===== src/rtl/instr_fetch_pkg.sv =====
// Shared fetch-side types and constants for the instruction fetch unit,
// decode and benches.
package instr_fetch_pkg;

   localparam int unsigned INSTR_BYTES      = 4;
   localparam int unsigned DEFAULT_RESET_PC = 0;
   localparam int unsigned ADDR_W           = 32;
   localparam int unsigned INSTR_W          = 32;

   // Primary opcode field values (instr[31:26]) used by decode and benches
   localparam logic [5:0] OPC_RTYPE = 6'h00;
   localparam logic [5:0] OPC_ADDI  = 6'h08;
   localparam logic [5:0] OPC_SLTI  = 6'h0A;
   localparam logic [5:0] OPC_ANDI  = 6'h0C;
   localparam logic [5:0] OPC_ORI   = 6'h0D;
   localparam logic [5:0] OPC_SW    = 6'h2B;

   typedef enum logic [1:0] {
      FETCH = 2'd0,
      VALID = 2'd1,
      HALT  = 2'd2
   } fetch_state_e;

   // Instruction word handed to decode together with its fetch address
   typedef struct packed {
      logic [INSTR_W-1:0] instr;
      logic [ADDR_W-1:0]  pc;
   } fetch_out_t;

endpackage


===== src/rtl/instr_fetch.sv =====
// Instruction fetch requester: holds the PC, waits for the ROM to settle,
// registers the word and offers it to decode over valid/ready.
module instr_fetch
   import instr_fetch_pkg::*;
#(
   parameter int unsigned WAIT_CYCLES = 1,
   parameter int unsigned MEM_BYTES   = 32,
   parameter int unsigned RESET_PC    = DEFAULT_RESET_PC
) (
   input  logic               clk,
   input  logic               rst_n,
   output logic [ADDR_W-1:0]  read_address,
   input  logic [INSTR_W-1:0] instr,
   output logic               out_valid,
   input  logic               out_ready,
   output logic [INSTR_W-1:0] out_instr,
   output logic [ADDR_W-1:0]  out_pc,
   input  logic               redirect_valid,
   input  logic [ADDR_W-1:0]  redirect_pc,
   output logic               halted
);

   localparam int unsigned CNT_W      = (WAIT_CYCLES > 1) ? $clog2(WAIT_CYCLES) : 1;
   localparam logic [CNT_W-1:0]  CNT_INIT   = CNT_W'(WAIT_CYCLES - 1);
   localparam logic [ADDR_W-1:0] MEM_LIMIT  = ADDR_W'(MEM_BYTES);
   localparam logic [ADDR_W-1:0] PC_RESET   = ADDR_W'(RESET_PC) & ~ADDR_W'(3);
   localparam logic              RESET_HALT = (PC_RESET >= MEM_LIMIT);

   fetch_state_e      state, state_n;
   logic [CNT_W-1:0]  cnt, cnt_n;
   logic [ADDR_W-1:0] pc, pc_n;
   fetch_out_t        held, held_n;
   logic              valid_q, valid_n;
   logic              halted_q, halted_n;

   logic [ADDR_W-1:0] redirect_tgt;
   logic [ADDR_W-1:0] pc_inc;

   assign redirect_tgt = redirect_pc & ~ADDR_W'(3);
   assign pc_inc       = pc + ADDR_W'(INSTR_BYTES);

   // State and datapath registers
   always_ff @(posedge clk or negedge rst_n) begin
      if (!rst_n) begin
         state    <= RESET_HALT ? HALT : FETCH;
         cnt      <= CNT_INIT;
         pc       <= PC_RESET;
         held     <= '0;
         valid_q  <= 1'b0;
         halted_q <= RESET_HALT;
      end else begin
         state    <= state_n;
         cnt      <= cnt_n;
         pc       <= pc_n;
         held     <= held_n;
         valid_q  <= valid_n;
         halted_q <= halted_n;
      end
   end

   // Next-state, wait counter and next-PC selection; redirect wins over all
   always_comb begin
      state_n  = state;
      cnt_n    = cnt;
      pc_n     = pc;
      held_n   = held;
      valid_n  = valid_q;
      halted_n = halted_q;

      if (redirect_valid) begin
         pc_n    = redirect_tgt;
         valid_n = 1'b0;
         cnt_n   = CNT_INIT;
         if (redirect_tgt >= MEM_LIMIT) begin
            state_n  = HALT;
            halted_n = 1'b1;
         end else begin
            state_n  = FETCH;
            halted_n = 1'b0;
         end
      end else begin
         case (state)
            FETCH: begin
               if (cnt == '0) begin
                  held_n.instr = instr;
                  held_n.pc    = pc;
                  valid_n      = 1'b1;
                  state_n      = VALID;
               end else begin
                  cnt_n = cnt - CNT_W'(1);
               end
            end
            VALID: begin
               if (out_ready) begin
                  valid_n = 1'b0;
                  pc_n    = pc_inc;
                  if (pc_inc >= MEM_LIMIT) begin
                     state_n  = HALT;
                     halted_n = 1'b1;
                  end else begin
                     state_n = FETCH;
                     cnt_n   = CNT_INIT;
                  end
               end
            end
            HALT: begin
               valid_n = 1'b0;
            end
            default: begin
               state_n = FETCH;
               cnt_n   = CNT_INIT;
               valid_n = 1'b0;
            end
         endcase
      end
   end

   assign read_address = pc;
   assign out_valid    = valid_q;
   assign out_instr    = held.instr;
   assign out_pc       = held.pc;
   assign halted       = halted_q;

endmodule


===== config.mk =====
export PLATFORM = sky130hd
export DESIGN_NAME = instr_fetch
export DESIGN_NICKNAME = d
export VERILOG_FILES = /design/src/rtl/instr_fetch_pkg.sv /design/src/rtl/instr_fetch.sv
export SDC_FILE = /design/constraint.sdc
export NUM_CORES = 1
export LEC_CHECK = 0
export CORE_MARGIN = 4
export CORE_UTILIZATION = 40
export DETAILED_ROUTE_END_ITERATION = 7
export PLACE_DENSITY = 0.69
export RECOVER_POWER = 50
export SLEW_MARGIN = 20
export SYNTH_ARGS = -nofsm -noshare
export SYNTH_HDL_FRONTEND = slang
export SYNTH_SLANG_ARGS = --single-unit
export TNS_END_PERCENT = 30

===== constraint.sdc =====
create_clock -name clk -period 6.3 [get_ports clk]
set_input_delay 0.63 -clock clk [delete_from_list [all_inputs] [get_ports clk]]
set_output_delay 0.63 -clock clk [all_outputs]
set_load 0.1 [all_outputs]

Word-level counts from Yosys, hierarchy flattened --
Cells that the tools add are included. Widths: inputs -> output; s select.
Cells by class: order comparisons 2, bitwise logic cells 2, add/subtract/negate cells 2, reductions and logical operators 10, eq/ne operators 6, multiplexer cells 23
Operators with widths (number):
- $mux 32 | 3
- $ge 32x6->1 const B | 2
- $add 32x3->32 const B | 1
- $mux 1 | 12
- $reduce_and 3->1 | 4
- $mux 2 | 5
- $ne 3x3->1 const B | 3
- $pmux 2 s3 | 1
- $reduce_bool 2->1 | 3
- $reduce_and 2->1 | 2
- $pmux 1 s3 | 1
- $eq 2x1->1 const B | 1
- $eq 2x2->1 const B | 1
- $logic_not 2->1 | 1
- $ne 2x2->1 const B | 1
- $not 1->1 | 2
- $pmux 1 s2 | 1
- $sub 1x1->1 const B | 1
Storage, ports and cells: bits in registers 101, bits of input ports 68

Longest topological paths before layout --
depth after elaboration 6, depth in mapped cells 8

Least setup slack after synthesis --
Ideal clock, no wire load.
path type register to register, start reg pc[2], in the netlist read_address[2], end reg state[1], setup time 0.144 ns, path buffers 0, arrival 2.938 ns, cell stages (with the launch flop) 7, slack 3.218 ns, path through dfrtp_1 ha_1 nand4_1 or2_2 or4_4 a2111oi_4 a41oi_1
On the way: cells in the longest elaborated chain, start to end 6
Ends and longest elaborated chain:
- from (decl) | RTL line instr_fetch.sv:31 | logic [ADDR_W-1:0] pc, pc_n;
- from (signal assigned) | RTL line instr_fetch.sv:54 | pc <= pc_n;
- $add 32x3->32 | RTL line instr_fetch.sv:40 | assign pc_inc = pc + ADDR_W'(INSTR_BYTES);
- $ge 32x6->1 | RTL line instr_fetch.sv:97 | if (pc_inc >= MEM_LIMIT) begin
- $mux 2 | RTL line instr_fetch.sv:97
- $mux 2 | RTL line instr_fetch.sv:94 | if (out_ready) begin
- $pmux 2 s3 | RTL line instr_fetch.sv:82 | case (state)
- $mux 2 | RTL line instr_fetch.sv:70 | if (redirect_valid) begin
- to (signal assigned) | RTL line instr_fetch.sv:45 | state <= RESET_HALT ? HALT : FETCH;
- to (signal assigned) | RTL line instr_fetch.sv:52 | state <= state_n;
- to (decl) | RTL line instr_fetch.sv:29 | fetch_state_e state, state_n;
No other way between the ends. The select of a mux whose other input is x is not followed. A chain may end at the register's enable or synchronous reset.

Worst setup path in the final report --
start in redirect_valid, end reg held (netlist bit out_pc[19])
On the way: cells in the longest elaborated chain, start to end 2
Ends and longest elaborated chain:
- from (decl) | RTL line instr_fetch.sv:18 | input logic redirect_valid,
- $not 1->1 (no line)
- $reduce_and 3->1 (no line)
- to (signal assigned) | RTL line instr_fetch.sv:55 | held <= held_n;
- to (decl) | RTL line instr_fetch.sv:32 | fetch_out_t held, held_n;
No other way between the ends.

==> metrics.csv <==
metric,value,unit
Max Slew Vio Count,150,
first-pass GRT wire length,20.7,mm
Die Width,117,µm
area grow syn2layout,39.5,%
leakage power,2.64,nW
grt ovf,0,
"Top FF cell, synth",dfrtp_1,
Starting Density,41.3,%
max-cap violations,3,
post-route ant nets,0,
number of synthesized flops with an enable pin,0,
GRT Total Usage,19.7,%
# setup viols final,0,
Worst-path clk slew,0.06,ns
setup bufs post-CTS,0,
Synth Cell Area,4780,µm²
achievable frequency,241,MHz
DR vias,3878,
most frequent cells in the layout,"clkdlybuf4s50_1 (156), dfrtp_1 (96), mux2_2 (66)",
Worst-Skew Late Latency,0.34,ns
Layout fillers,1035,
Avg Inst Size Synth,10.8,µm²
GP Congestion,0.959,
die span in y,117,µm
layout cells sized above 1,15.6,%
YS warnings,0,
largest net degree at the start of global routing,62,
crit path DAT,4.38,ns
Worst Path Max Fanout,61,
Core Area,11600,µm²
worst-margin pin slew,2.62,ns
period utilization,66.0,%
DR WL/cell,17.9,µm
Detailed Route WL,13.0,mm
Worst EP required,6.52,ns
TritonRoute pass-1 iters,5,
Hold Worst Slack,0.503,ns
status,"finished, violations left",
# port buffers,159,
number of global-route vias before repair,4084,
DR vias/cell,5.32,
die area,13800,µm²
"Seq/Total Area, Yosys",50.3,%
minimum clock period,4.16,ns
final setup TNS,0,ns
Rel. slew slack,-74.8,%
htree depth,3,
synthesized flop and latch total,96,
DRC,0,
failing checks,"capacitance limit, slew limit",
site row count,39,
area occupied by multi-input gates,2200,µm²
maximum vdd drop,0.257,mV
CTS sink count,96,
CTS tree,done,
RSZ-0062 raised after global routing,no,
antenna violations before repair,1,
CTS resizes,0,
pwr dens,332,nW/µm²
Worst setup EP type,flip-flop,
flop-to-flop setup slack,3.15,ns
# IOs,166,
"commonest non-fill, non-tap cell in the layout",clkdlybuf4s50_1,
clock buffer count from CTS,9,
1st-iter DRT viols,187,
"Distinct cells, synth",48,
DP HPWL,9.76,mm
Final Hold Vio Count,0,
sequential cell area,2400,µm²
Syn Inst Count,441,
worst min-delay path class,reg2reg,
"FFs w/ async S/R, synth",100,%
CP Launch Type,primary input,
Setup CP Type,in2reg,
hold buffers post-CTS,0,
skew final,0.00707,ns
nets@finish,649,
Clock Tree Buf Depth,2,
CTS Root Cell,clkbuf_16,
layer usage:
| metal | vias to the layer above | part of all wire, % | GRT usage [%] |
|---|---|---|---|
| li1 | 1841 | - | - |
| met1 | 1885 | 42 | 24.0 |
| met2 | 140 | 46 | 30.8 |
| met3 | 12 | 11 | 8.64 |
| met4 | 0 | 1.6 | 7.26 |
| met5 | - | 0 | 0 |
path summary, 6_finish.rpt:
check	from	end	depth (start not counted)
worst min register to register	out_valid$_DFFE_PN0P_	out_valid$_DFFE_PN0P_	1
worst max-delay path	redirect_valid	out_pc[19]$_DFFE_PN0P_	5
worst min-delay path	out_valid$_DFFE_PN0P_	out_valid$_DFFE_PN0P_	1
min in group asynchronous	rst_n	out_instr[9]$_DFFE_PN0P_	1
worst max register to register	state[0]$_DFFE_PN0P_	out_pc[19]$_DFFE_PN0P_	3
max in group asynchronous	rst_n	read_address[27]$_DFFE_PN0P_	2
critical path: stages:
cell and delay, ns:
buf_2 0.09, clkbuf_1 0.78, nor3_1 0.47, clkbuf_1 1.90, mux2_2 0.47
flip-flops by register name, indices dropped and copies added (netlist names):
| register | cells |
|---|---|
| out_instr | 32 |
| out_pc | 30 |
| state | 2 |
| halted | 1 |
| read_address | 30 |
| out_valid | 1 |
final cells by class:
cell class / instances / share of cell area [%]
Clock buffer: 14 / 3.81
Antenna cell: 1 / 0.0375
Clock inverter: 2 / 0.225
Timing Repair Buffer: 163 / 24.0
Multi-Input combinational cell: 307 / 33.1
Tap cell: 143 / 2.68
Sequential cell: 96 / 36.0
Inverter: 3 / 0.169
power by group:
| part | switching (mW) | leakage, nW | internal (mW) |
|---|---|---|---|
| registers | 0.0776 | 1.21 | 0.694 |
| logic | 0.702 | 1.30 | 0.234 |
| clock network | 0.224 | 0.123 | 0.279 |
cell families after synthesis:
| family | count (synthesis) | synth area share [%] |
|---|---|---|
| DFF | 96 | 50.3 |
| adders and majority gates | 1 | 0.262 |
| buffers and inverters | 41 | 3.82 |
| and+or+nand+nor | 147 | 16.0 |
| xor gates and xnor gates | 34 | 6.23 |
| muxes | 67 | 15.8 |
| other | 1 | 0.0785 |
| AOI/OAI and AO/OA | 54 | 7.59 |
synthesized netlist by cell type, drive strengths merged, types with 2 or more instances:
master | number | area share, %
a211o | 2 | 0.37
a211oi | 3 | 0.47
a311oi | 4 | 0.73
a31oi | 2 | 0.26
a41oi | 2 | 0.37
and2 | 2 | 0.26
and3 | 8 | 1.1
buf | 14 | 1.7
clkbuf | 24 | 1.9
dfrtp | 96 | 50
inv | 3 | 0.24
mux2 | 66 | 16
nand2 | 47 | 3.7
nand2b | 4 | 0.52
nand3 | 23 | 2.7
nand4 | 12 | 1.6
nor2 | 17 | 1.3
nor3 | 14 | 1.7
nor4 | 11 | 1.6
nor4b | 2 | 0.37
o21ai | 30 | 3.1
o22ai | 2 | 0.26
or4 | 2 | 0.47
xnor2 | 13 | 2.4
xor2 | 21 | 3.8
metrics by stage:
step	area, µm²	power [mW]	setup WS (ns)	util, %	std cells
5_1_grt	6670	2.30	1.71	57.7	729
2_1_floorplan	4790	1.47	3.22	-	444
3_5_place_dp	6420	1.72	3.04	55.5	712
3_3_place_gp	6420	1.71	3.10	55.5	712
6_report	6670	2.21	2.14	57.7	729
4_1_cts	6690	2.24	3.41	57.8	728
Power figures use the tool's default switching activity.
